**src/rtl/aes_output_interface.sv**
```systemverilog
// Byte serialiser for the AES engine result: captures the ciphertext on a rising
// engine_done and streams it out one byte per valid/ready handshake.
module aes_output_interface #(
    parameter int DATA_W    = 128,
    parameter bit MSB_FIRST = 1'b1
) (
    input  logic              clk,
    input  logic              rst_,
    input  logic [DATA_W-1:0] ciphertext_in,
    input  logic              engine_done,
    output logic [7:0]        dout,
    output logic              dout_valid,
    input  logic              dout_ready,
    output logic              busy,
    output logic              tx_done,
    output logic              overrun
);

    localparam int NUM_BYTES = DATA_W / 8;
    localparam int CNT_W     = (NUM_BYTES > 1) ? $clog2(NUM_BYTES) : 1;
    localparam logic [CNT_W-1:0] LAST_CNT = CNT_W'(NUM_BYTES - 1);

    typedef enum logic [1:0] {
        ST_IDLE = 2'd0,
        ST_SEND = 2'd1,
        ST_FIN  = 2'd2
    } state_t;

    state_t              r_state;
    logic [CNT_W-1:0]    r_cnt;
    logic [DATA_W-1:0]   r_shift;
    logic [7:0]          r_dout;
    logic                r_dout_valid;
    logic                r_busy;
    logic                r_tx_done;
    logic                r_overrun;
    logic                r_done_q;

    logic                w_done_rise;
    logic                w_handshake;
    logic                w_last;
    logic [DATA_W-1:0]   w_next_shift;

    // Byte that sits at the send end of a shift-register image.
    function automatic logic [7:0] send_byte(input logic [DATA_W-1:0] v);
        if (MSB_FIRST) begin
            send_byte = v[DATA_W-1 -: 8];
        end else begin
            send_byte = v[7:0];
        end
    endfunction

    // Move the next byte into the send position.
    function automatic logic [DATA_W-1:0] advance(input logic [DATA_W-1:0] v);
        if (MSB_FIRST) begin
            advance = v << 4'd8;
        end else begin
            advance = v >> 4'd8;
        end
    endfunction

    assign w_done_rise  = engine_done & ~r_done_q;
    assign w_handshake  = r_dout_valid & dout_ready;
    assign w_last       = (r_cnt == LAST_CNT);
    assign w_next_shift = advance(r_shift);

    // Serialiser FSM; done_q resets high so a done already asserted at reset release is ignored.
    always_ff @(posedge clk or negedge rst_) begin
        if (!rst_) begin
            r_state      <= ST_IDLE;
            r_cnt        <= '0;
            r_shift      <= '0;
            r_dout       <= 8'h00;
            r_dout_valid <= 1'b0;
            r_busy       <= 1'b0;
            r_tx_done    <= 1'b0;
            r_overrun    <= 1'b0;
            r_done_q     <= 1'b1;
        end else begin
            r_done_q  <= engine_done;
            r_overrun <= 1'b0;
            case (r_state)
                ST_IDLE, ST_FIN: begin
                    r_tx_done <= 1'b0;
                    if (w_done_rise) begin
                        r_shift      <= ciphertext_in;
                        r_cnt        <= '0;
                        r_dout       <= send_byte(ciphertext_in);
                        r_dout_valid <= 1'b1;
                        r_busy       <= 1'b1;
                        r_state      <= ST_SEND;
                    end else begin
                        r_state      <= ST_IDLE;
                    end
                end
                ST_SEND: begin
                    // A new result cannot be accepted mid-stream; flag and drop it.
                    r_overrun <= w_done_rise;
                    if (w_handshake) begin
                        if (w_last) begin
                            r_dout       <= 8'h00;
                            r_dout_valid <= 1'b0;
                            r_busy       <= 1'b0;
                            r_tx_done    <= 1'b1;
                            r_state      <= ST_FIN;
                        end else begin
                            r_shift <= w_next_shift;
                            r_dout  <= send_byte(w_next_shift);
                            r_cnt   <= r_cnt + CNT_W'(1);
                        end
                    end else begin
                        r_state <= ST_SEND;
                    end
                end
                default: begin
                    r_state      <= ST_IDLE;
                    r_dout       <= 8'h00;
                    r_dout_valid <= 1'b0;
                    r_busy       <= 1'b0;
                    r_tx_done    <= 1'b0;
                end
            endcase
        end
    end

    assign dout       = r_dout;
    assign dout_valid = r_dout_valid;
    assign busy       = r_busy;
    assign tx_done    = r_tx_done;
    assign overrun    = r_overrun;

endmodule

```
**config.mk**
```make
export PLATFORM = sky130hd
export DESIGN_NAME = aes_output_interface
export DESIGN_NICKNAME = d
export VERILOG_FILES = /design/src/rtl/aes_output_interface.sv
export SDC_FILE = /design/constraint.sdc
export NUM_CORES = 1
export LEC_CHECK = 0
export BUFFER_PORTS_ARGS = -buffer_cell sky130_fd_sc_hd__buf_2
export CAP_MARGIN = 20
export CORE_ASPECT_RATIO = 1.4
export CORE_UTILIZATION = 35
export CTS_BUF_LIST = sky130_fd_sc_hd__clkbuf_8 sky130_fd_sc_hd__clkbuf_16
export DETAILED_ROUTE_END_ITERATION = 12
export PLACE_DENSITY = 0.56
export SETUP_SLACK_MARGIN = 0.3
export SYNTH_ARGS = -nofsm -noshare
export SYNTH_HDL_FRONTEND = slang
export SYNTH_SLANG_ARGS = --single-unit
```
**constraint.sdc**
```tcl
create_clock -name clk -period 2.6 [get_ports clk]
set_input_delay 0.39 -clock clk [delete_from_list [all_inputs] [get_ports clk]]
set_output_delay 0.39 -clock clk [all_outputs]
set_load 0.005 [all_outputs]
```
# --- Word level (Yosys, flattened, before mapping) ---
# Index checks and enable logic that the tools add are counted.
totals:
  regBits: 138
  latch_bits: 0
  ram_bits: 0
  romBits: 0
  inputBits: 132
  output_inout_bits: 12
  elab_cells: 51
  memories: 0
classes:
  n_addsub: 1
  mul: 0
  div: 0
  n_lt_le_gt_ge: 0
  eq_ne: 8
  shifts: 0
  mux: 24
  bitwise: 3
  reduce_logical: 7
ops:
  columns: ["op", "n"]
  rows:
  - ["120-bit 2-to-1 mux", 3]
  - ["120-bit case mux with 2 select lines", 1]
  - ["8-bit 2-to-1 mux", 3]
  - ["8-bit case mux with 2 select lines", 1]
  - ["4-bit 2-to-1 mux", 3]
  - ["1-bit 2-to-1 mux", 8]
  - ["2-bit != test, second input constant", 4]
  - ["4-bit case mux with 2 select lines", 1]
  - ["4-bit by 1-bit adder with 4-bit output, second input constant", 1]
  - ["4-bit equality test, second input constant", 1]
  - ["2-bit 2-to-1 mux", 2]
  - ["2-bit case mux with 2 select lines", 1]
  - ["2-bit AND reduction", 2]
  - ["4-bit AND reduction", 1]
  - ["3-bit != test, second input constant", 1]
  - ["3-bit AND reduction", 1]
  - ["1-bit AND", 2]
  - ["2-bit by 1-bit equality test with 1-bit output, second input constant", 1]
  - ["2-bit equality test, second input constant", 1]
  - ["2-bit zero test", 1]
  - ["1-bit case mux with 2 select lines", 1]
  - ["2-bit nonzero test", 1]
  - ["2-bit OR reduction", 1]
  - ["1-bit inverter", 1]

# --- Longest topological paths before layout ---
# Gate-level depths: netlist of the first run.
logic_depth:
  depth_word: 4
  depth_mapped: 8
  ltp_nobuf: 5

# --- Worst setup path before layout of the first run ---
# Ideal clock, no wire load.
synth_timing:
  kind: "flip-flop to flip-flop"
  start: "register r_cnt[0]"
  end: "register r_cnt[0]"
  setup_time_ns: 0.125
  t_arrival_ns: 1.694
  t_required_ns: 2.475
  path_slack_ns: 0.781
  path_stages_with_launch: 7
  path_buffers: 2
  period_less_slack_ns: 1.819
  cell_sequence: "dfrtp_1 -> ha_1 -> and3_1 -> o31a_4 -> buf_6 -> buf_6 -> mux2_2"
synth_between:
  elab_chain_len: 4
  elab_cells_between_ends: 7
  cone_classes: "add/sub: 1; eq/ne: 2; mux: 3; reduce/logical: 1"
synth_rtl:
  columns: ["item", "line", "rtl"]
  rows:
  - ["from (decl)", "30", "logic [CNT_W-1:0] r_cnt;"]
  - ["from (signal assigned)", "109", "r_cnt <= r_cnt + CNT_W'(1);"]
  - ["4-bit by 1-bit adder with 4-bit output", "109", null]
  - ["4-bit 2-to-1 mux", "100", "if (w_last) begin"]
  - ["4-bit 2-to-1 mux", "99", "if (w_handshake) begin"]
  - ["4-bit case mux with 2 select lines", "82", "case (r_state)"]
# Parallel ways exist; a longest one is shown, timed or not. The select of a mux whose other input is x is not followed.
# A chain may end at the register's enable or synchronous reset.

# --- Worst setup path in the final report of the first run ---
layout_timing:
  start: "register r_cnt[0]"
  end: "register r_shift[78]"
layout_between:
  elab_chain_len: 3
layout_rtl:
  columns: ["item", "line", "rtl"]
  rows:
  - ["4-bit equality test", "64", "assign w_last = (r_cnt == LAST_CNT);"]
  - ["2-bit != test (no source line)", null, null]
  - ["4-bit AND reduction (no source line)", null, null]
  - ["to (signal assigned)", "86", "r_shift <= ciphertext_in;"]
  - ["to (signal assigned)", "107", "r_shift <= w_next_shift;"]
  - ["to (decl)", "31", "logic [DATA_W-1:0] r_shift;"]
# No other way between the ends.

==> impl_metrics.yaml, run 1 <==
layout:
  seq_area_mm2: 0.003455
  drive_gt1_share_pct: 25.75
  final_common_cell: "buf_2"
  design_area_mm2: 0.007760
  layout.cells.non_filler: 971
  most-common-layout-cells: "buf_2, dfrtp_1, nand2_1, mux2i_1, o21ai_1"
  final_nets: 854
  syn_to_final_growth_pct: 24.31
  filler_cell_count: 1714
  multi_input_area_mm2: 0.002510
pwr:
  p_comb_share_pct: 33.5
  p_clk_share_pct: 27.6
  powerDensity_mw_per_mm2: 1139
  seqPwrFrac_pct: 38.9
  total_power_uw: 8839
  peakVddDrop_uv: 490.5
  p_leak_uw: 0.004171
  p_int_uw: 5790
  p_sw_share_pct: 34.49
  p_sw_uw: 3049
logic_synthesis:
  netlist_instances: 591
  yosysWarnings: 0
  synth_area_mm2: 0.006242
  ys_seq_area_share_pct: 55.34
  synth.ff_latch_count: 138
  synth_fp_nets: 724
  syn-mean-instance-area_um2: 10.56
  synth_cell_types: 30
sta:
  rsz0062_at_grt: "false"
  clock_skew_ps: 9.833
  fin_crit_ps: 2102
  relSlewSlack_pct: 46.35
  tns_ps: 0
  fmax_mhz: 475.8
  period_share_pct: 80.83
  final_hold_viol_count: 0
  worst_pin_slew_ps: 804.8
  setup_viol: 0
  slew_viol_final: 0
placed_design:
  numPortBuffers: 143
  place.gp.congestion: 0.7762
  dpl.cell_count: 937
  hpwlAfterDp_um: 9868
  postPlaceCellArea_mm2: 0.007146
floorplanning:
  num_rows: 57
  die_x_um: 114.9
  ios: 144
  initial_core_util_pct: 35.87
  chipHeight_um: 160.0
  die_area_mm2: 0.01838
  coreArea_mm2: 0.01740
worst_setup_path:
  cp_cell_sequence: "ha_1 > and3_1 > o31a_4 > buf_12 > nand2_1 > o21ai_1"
  critPathMaxStageDelay_ps: 540
  worstSetupPathType: "reg -> reg"
  end_kind: "register"
  cp_max_fo: 107
  arrival_ps: 2380
  cpMaxStageDelayCell: "o31a_4"
  worst_ep_required_time_ps: 2880
  start_kind: "register"
route:
  wire_per_inst_um: 14.48
  totalWireLength_um: 14060
  vias_per_cell: 4.675
  vias: 4539
  drc_errors: 0
  drt_iter0_drc: 236
  final_antenna_net_count: 0
  drt_pass1_iterations: 4
clock_network:
  numCtsBuffers: 17
  worst_skew_pair.late_latency_ps: 410
  cts_sinks: 138
  htreeDepth: 4
  cts_tree: "done"
  path_clk_slew_ps: 60
  clockBufferDepth: 2
  root_buffer: "clkbuf_16"
  cts_setup_buffers: 0
grt:
  track_usage_pct: 16.27
  grt_first_pass_wirelength_um: 23130
  grt_max_degree: 108
  antenna_found_initial: 1
  grt_pass1_vias: 4697
  grt_overflow: 0
min_path:
  min_path_type: "in -> reg"
run:
  drv_cap: 0
status:
  outcome: "completed"
[repair_timing]
item	in CTS	in global routing
endpoints found under the hold margin	55	0
hold buffers	1	0
resized for setup	0	0
[Yosys cell counts]
library cell	number	area, um^2
inv_1	7	26.28
mux2i_1	112	1121
mux2_2	2	22.52
nand3_1	11	55.05
o21ai_1	62	310.3
nand2b_1	1	6.260
a21oi_1	1	5.000
o21ai_0	54	270.3
dfrtp_1	137	3428
nor3_1	3	15.01
buf_6	10	112.6
o311ai_0	1	8.760
a222oi_1	7	70.07
buf_2	12	60.06
nand2_1	133	499.2
o22ai_1	1	6.260
buf_1	2	7.510
or3b_1	1	8.760
nor2b_1	3	18.77
and3_1	1	6.260
ha_1	1	12.51
nor2_1	4	15.01
o31a_4	1	17.52
and2_1	1	6.260
clkbuf_1	17	63.81
and3b_1	1	8.760
buf_4	2	15.01
a221o_1	1	10.01
dfstp_2	1	26.28
o2bb2ai_1	1	8.760
[worst paths after layout]
path                       slack [ps]              startpoint  cells after the start                        to
hold / removal                     90             engine_done                      1        r_done_q$_DFF_PN1_
setup / recovery                  500    r_cnt[0]$_DFFE_PN0P_                      6   r_shift[78]$_DFFE_PN0P_
max in group asynchronous        1380                    rst_                      3  r_shift[109]$_DFFE_PN0P_
setup reg to reg                  500    r_cnt[0]$_DFFE_PN0P_                      6   r_shift[78]$_DFFE_PN0P_
hold reg to reg                   470  r_shift[3]$_DFFE_PN0P_                      2    r_shift[3]$_DFFE_PN0P_
min in group asynchronous         530                    rst_                      2  r_shift[110]$_DFFE_PN0P_
[cell families after synthesis]
| logic type | after synthesis | synth area share, % |
|---|---|---|
| mux | 114 | 18.32 |
| compound gates | 129 | 11.33 |
| flops | 138 | 55.34 |
| simple gates | 159 | 10.24 |
| buf+inv | 50 | 4.570 |
| fa+ha+maj | 1 | 0.2004 |
[per-stage QoR]
| stage | setup WS, ps | hold slack, ps | util (%) |
|---|---|---|---|
| after floorplan | 781.3 | 94.41 | - |
| after global placement | 581.1 | 403.6 | 41.06 |
| after detailed placement | 523.4 | 414.1 | 41.06 |
| after CTS | 520.4 | 67.50 | 44.58 |
| after global routing | 324.1 | 67.70 | 44.58 |
| final | 498.4 | 88.76 | 44.59 |
[critical path, delay by kind of cell (launching register included)]
kind / cells / cell delay (ps)
AOI/OAI and AO/OA: 2 / 610
DFF: 1 / 400
and+or+nand+nor: 2 / 360
buffers and inverters: 1 / 300
adders and majority gates: 1 / 240
[layer usage]
layer  routed length, um  part of all wire [%]  up-vias  track usage [%]
met2                6776                    48      111            26.40
met1                6400                    46     2112            20.46
met5                   0                     0        -                0
met4                  72                  0.51        0            4.427
met3                 809                   5.8        5            5.617
li1                    -                     -     2311                -
[layout make-up]
type,count,area share [%]
multi-input cells,403,32.34
clock buffers,17,5.482
repair buffers,154,11.21
inverters,7,0.3386
flip-flops and latches,138,44.52
diodes,1,0.03225
clock inverters,15,2.273
well taps,236,3.805
[power by group through the flow]
| stage | clock [uW] | combinational, uW | sequential (uW) |
|---|---|---|---|
| after global routing | 2600 | 3390 | 3550 |
| final | 2440 | 2960 | 3440 |
| after global placement | 0 | 2910 | 3460 |
| after detailed placement | 0 | 3020 | 3490 |
| after CTS | 2510 | 3020 | 3460 |
| after floorplan | 0 | 2430 | 3330 |
[registers in the layout, indices dropped and copies added (netlist names)]
register	flops
busy	1
r_cnt	4
r_done_q	1
r_shift	120
overrun	1
tx_done	1
dout	8
r_state	2
Power figures use the tool's default switching activity.
==> inputs of run 2 (changes only) <==
--- a/config.mk
+++ b/config.mk
@@ -11,7 +11,7 @@
 export CORE_UTILIZATION = 35
 export CTS_BUF_LIST = sky130_fd_sc_hd__clkbuf_8 sky130_fd_sc_hd__clkbuf_16
 export DETAILED_ROUTE_END_ITERATION = 12
-export PLACE_DENSITY = 0.56
+export PLACE_DENSITY = 0.58
 export SETUP_SLACK_MARGIN = 0.3
 export SYNTH_ARGS = -nofsm -noshare
 export SYNTH_HDL_FRONTEND = slang
==> constraint.sdc (replaced) <==
create_clock -name clk -period 1.9 [get_ports clk]
set_input_delay 0.285 -clock clk [delete_from_list [all_inputs] [get_ports clk]]
set_output_delay 0.285 -clock clk [all_outputs]
set_load 0.005 [all_outputs]
==> run 2 against run 1 <==
Total power grew 64%; non-clock buffer count up 46; sequential power is 38% higher; fmax increased by 22%; first-iteration DRC count shrank 17%; global-route usage is 2.4 points higher; routed wire length grew 25%; cell area up 13%.
==> impl_metrics.yaml, run 2 (synthesis results as in run 1) <==
clock_network:
  path_clk_slew_ps: 60
  htreeDepth: 4
  worst_skew_pair.late_latency_ps: 420
  root_buffer: "clkbuf_16"
  clockBufferDepth: 2
  cts_tree: "done"
  cts_sinks: 138
  numCtsBuffers: 17
route:
  drt_iter0_drc: 197
  vias: 5029
  totalWireLength_um: 17530
  drt_pass1_iterations: 4
  wire_per_inst_um: 17.22
  vias_per_cell: 4.940
  drc_errors: 0
  final_antenna_net_count: 0
placed_design:
  numPortBuffers: 143
  pre_cts_ws_ps: 64.79
  place.gp.congestion: 0.8063
  hpwlAfterDp_um: 10170
sta:
  final_hold_viol_count: 0
  fin_crit_ps: 1719
  worst_pin_slew_ps: 420.7
  final.setup.worst_slack_ps: 180.7
  slew_viol_final: 0
  tns_ps: 0
  fmax_mhz: 581.6
  rsz0062_at_grt: "true"
  clock_skew_ps: 8.014
  holdWs_ps: 97.30
  relSlewSlack_pct: 71.95
  setup_viol: 0
  period_share_pct: 90.49
layout:
  most-common-layout-cells: "buf_2, dfrtp_1, nand2_1, mux2i_1, o21ai_1"
  filler_cell_count: 1647
  final_common_cell: "buf_2"
  final_nets: 902
  fin_util_pct: 50.22
  diodes: 0
  top_register: "r_shift"
  drive_gt1_share_pct: 33.12
  largest_register_ffs: 120
  syn_to_final_growth_pct: 39.99
worst_setup_path:
  arrival_ps: 2040
  worst_ep_required_time_ps: 2220
  r2r_slack_ps: 180
  crit_path_start: "r_cnt[1]$_DFFE_PN0P_"
  start_kind: "register"
  cp_max_fo: 9
  end_kind: "register"
  r2r_start: "r_cnt[1]$_DFFE_PN0P_"
  worstSetupPathType: "reg -> reg"
floorplanning:
  coreArea_mm2: 0.01740
  initial_core_util_pct: 35.87
  die_area_mm2: 0.01838
  die_x_um: 114.9
  ios: 144
  chipHeight_um: 160.0
  num_rows: 57
grt:
  grt_pass1_vias: 5192
  grt_max_degree: 43
  grt_overflow: 0
  antenna_found_initial: 0
  track_usage_pct: 18.70
  grt_first_pass_wirelength_um: 26210
min_path:
  min_path_type: "in -> reg"
  min_from: "ciphertext_in[2]"
pwr:
  p_leak_uw: 0.004659
  peakVddDrop_uv: 799.0
  powerDensity_mw_per_mm2: 1659
run:
  drv_cap: 0
status:
  outcome: "completed"
-- run 2: cell types whose count changed in the layout (fill, tap and decap cells not counted), sizes merged --
cell | previous run | this run
clkbuf | 17 | 30
diode | 1 | 0
inv | 10 | 8
o31a | 1 | 3
buf | 153 | 187
clkinvlp | 2 | 4
dlygate4sd3 | 1 | 2
clkinv | 7 | 3
bufinv | 3 | 5
-- run 2: final cells by class --
cell class / instances / area (um^2) / area share (%)
Tap cell: 236 / 295.3 / 3.379
Multi-Input combinational cell: 405 / 2641 / 30.23
Inverter: 7 / 26.28 / 0.3007
Sequential cell: 138 / 3456 / 39.55
Clock buffer: 19 / 452.9 / 5.183
Timing Repair Buffer: 200 / 1668 / 19.09
Clock inverter: 13 / 198.9 / 2.277
-- run 2: final timing paths --
path	end	depth (start not counted)
worst max-delay path	r_shift[87]$_DFFE_PN0P_	6
worst min-delay path	r_shift[2]$_DFFE_PN0P_	3
worst max register to register	r_shift[87]$_DFFE_PN0P_	6
worst min register to register	r_shift[84]$_DFFE_PN0P_	2
max in group asynchronous	r_done_q$_DFF_PN1_	3
min in group asynchronous	r_shift[110]$_DFFE_PN0P_	2
-- run 2: metrics by stage --
stage                     std cells  power (uW)  area [um^2]
final                          1018       14490         8738
after global routing           1018       15440         8738
after CTS                       995       13620         8279
after detailed placement        944        9054         7243
after global placement          944        8881         7243
after floorplan                 591        7958         6272
-- run 2: worst max-delay path, stage by stage, from the launching register on --
cell	delay, ps
dfrtp_1	380
ha_2	190
and3_4	180
o31a_4	330
buf_12	180
clkbuf_16	160
o21ai_0	200
-- run 2: what timing repair did --
action | CTS | global route
setup buffers | 9 | 10
endpoints found under the setup margin | 118 | 131
resized for setup | 36 | 33
cloned | 8 | 13
hold buffers | 2 | 0
pin swaps | 4 | 3
endpoints found under the hold margin | 38 | 0
-- run 2: routing by layer --
layer / GRT usage [%] / up-vias / share of wire [%]
li1: - / 2414 / -
met1: 22.45 / 2444 / 43
met2: 31.82 / 144 / 50
met3: 5.275 / 27 / 5.0
met4: 6.316 / 0 / 2.0
met5: 0 / - / 0
-- run 2: power breakdown --
group | leakage (uW) | switching [uW] | internal, uW
clock | 0.000312 | 1250 | 2390
sequential | 0.00179 | 676 | 4070
combinational | 0.00256 | 2980 | 3140
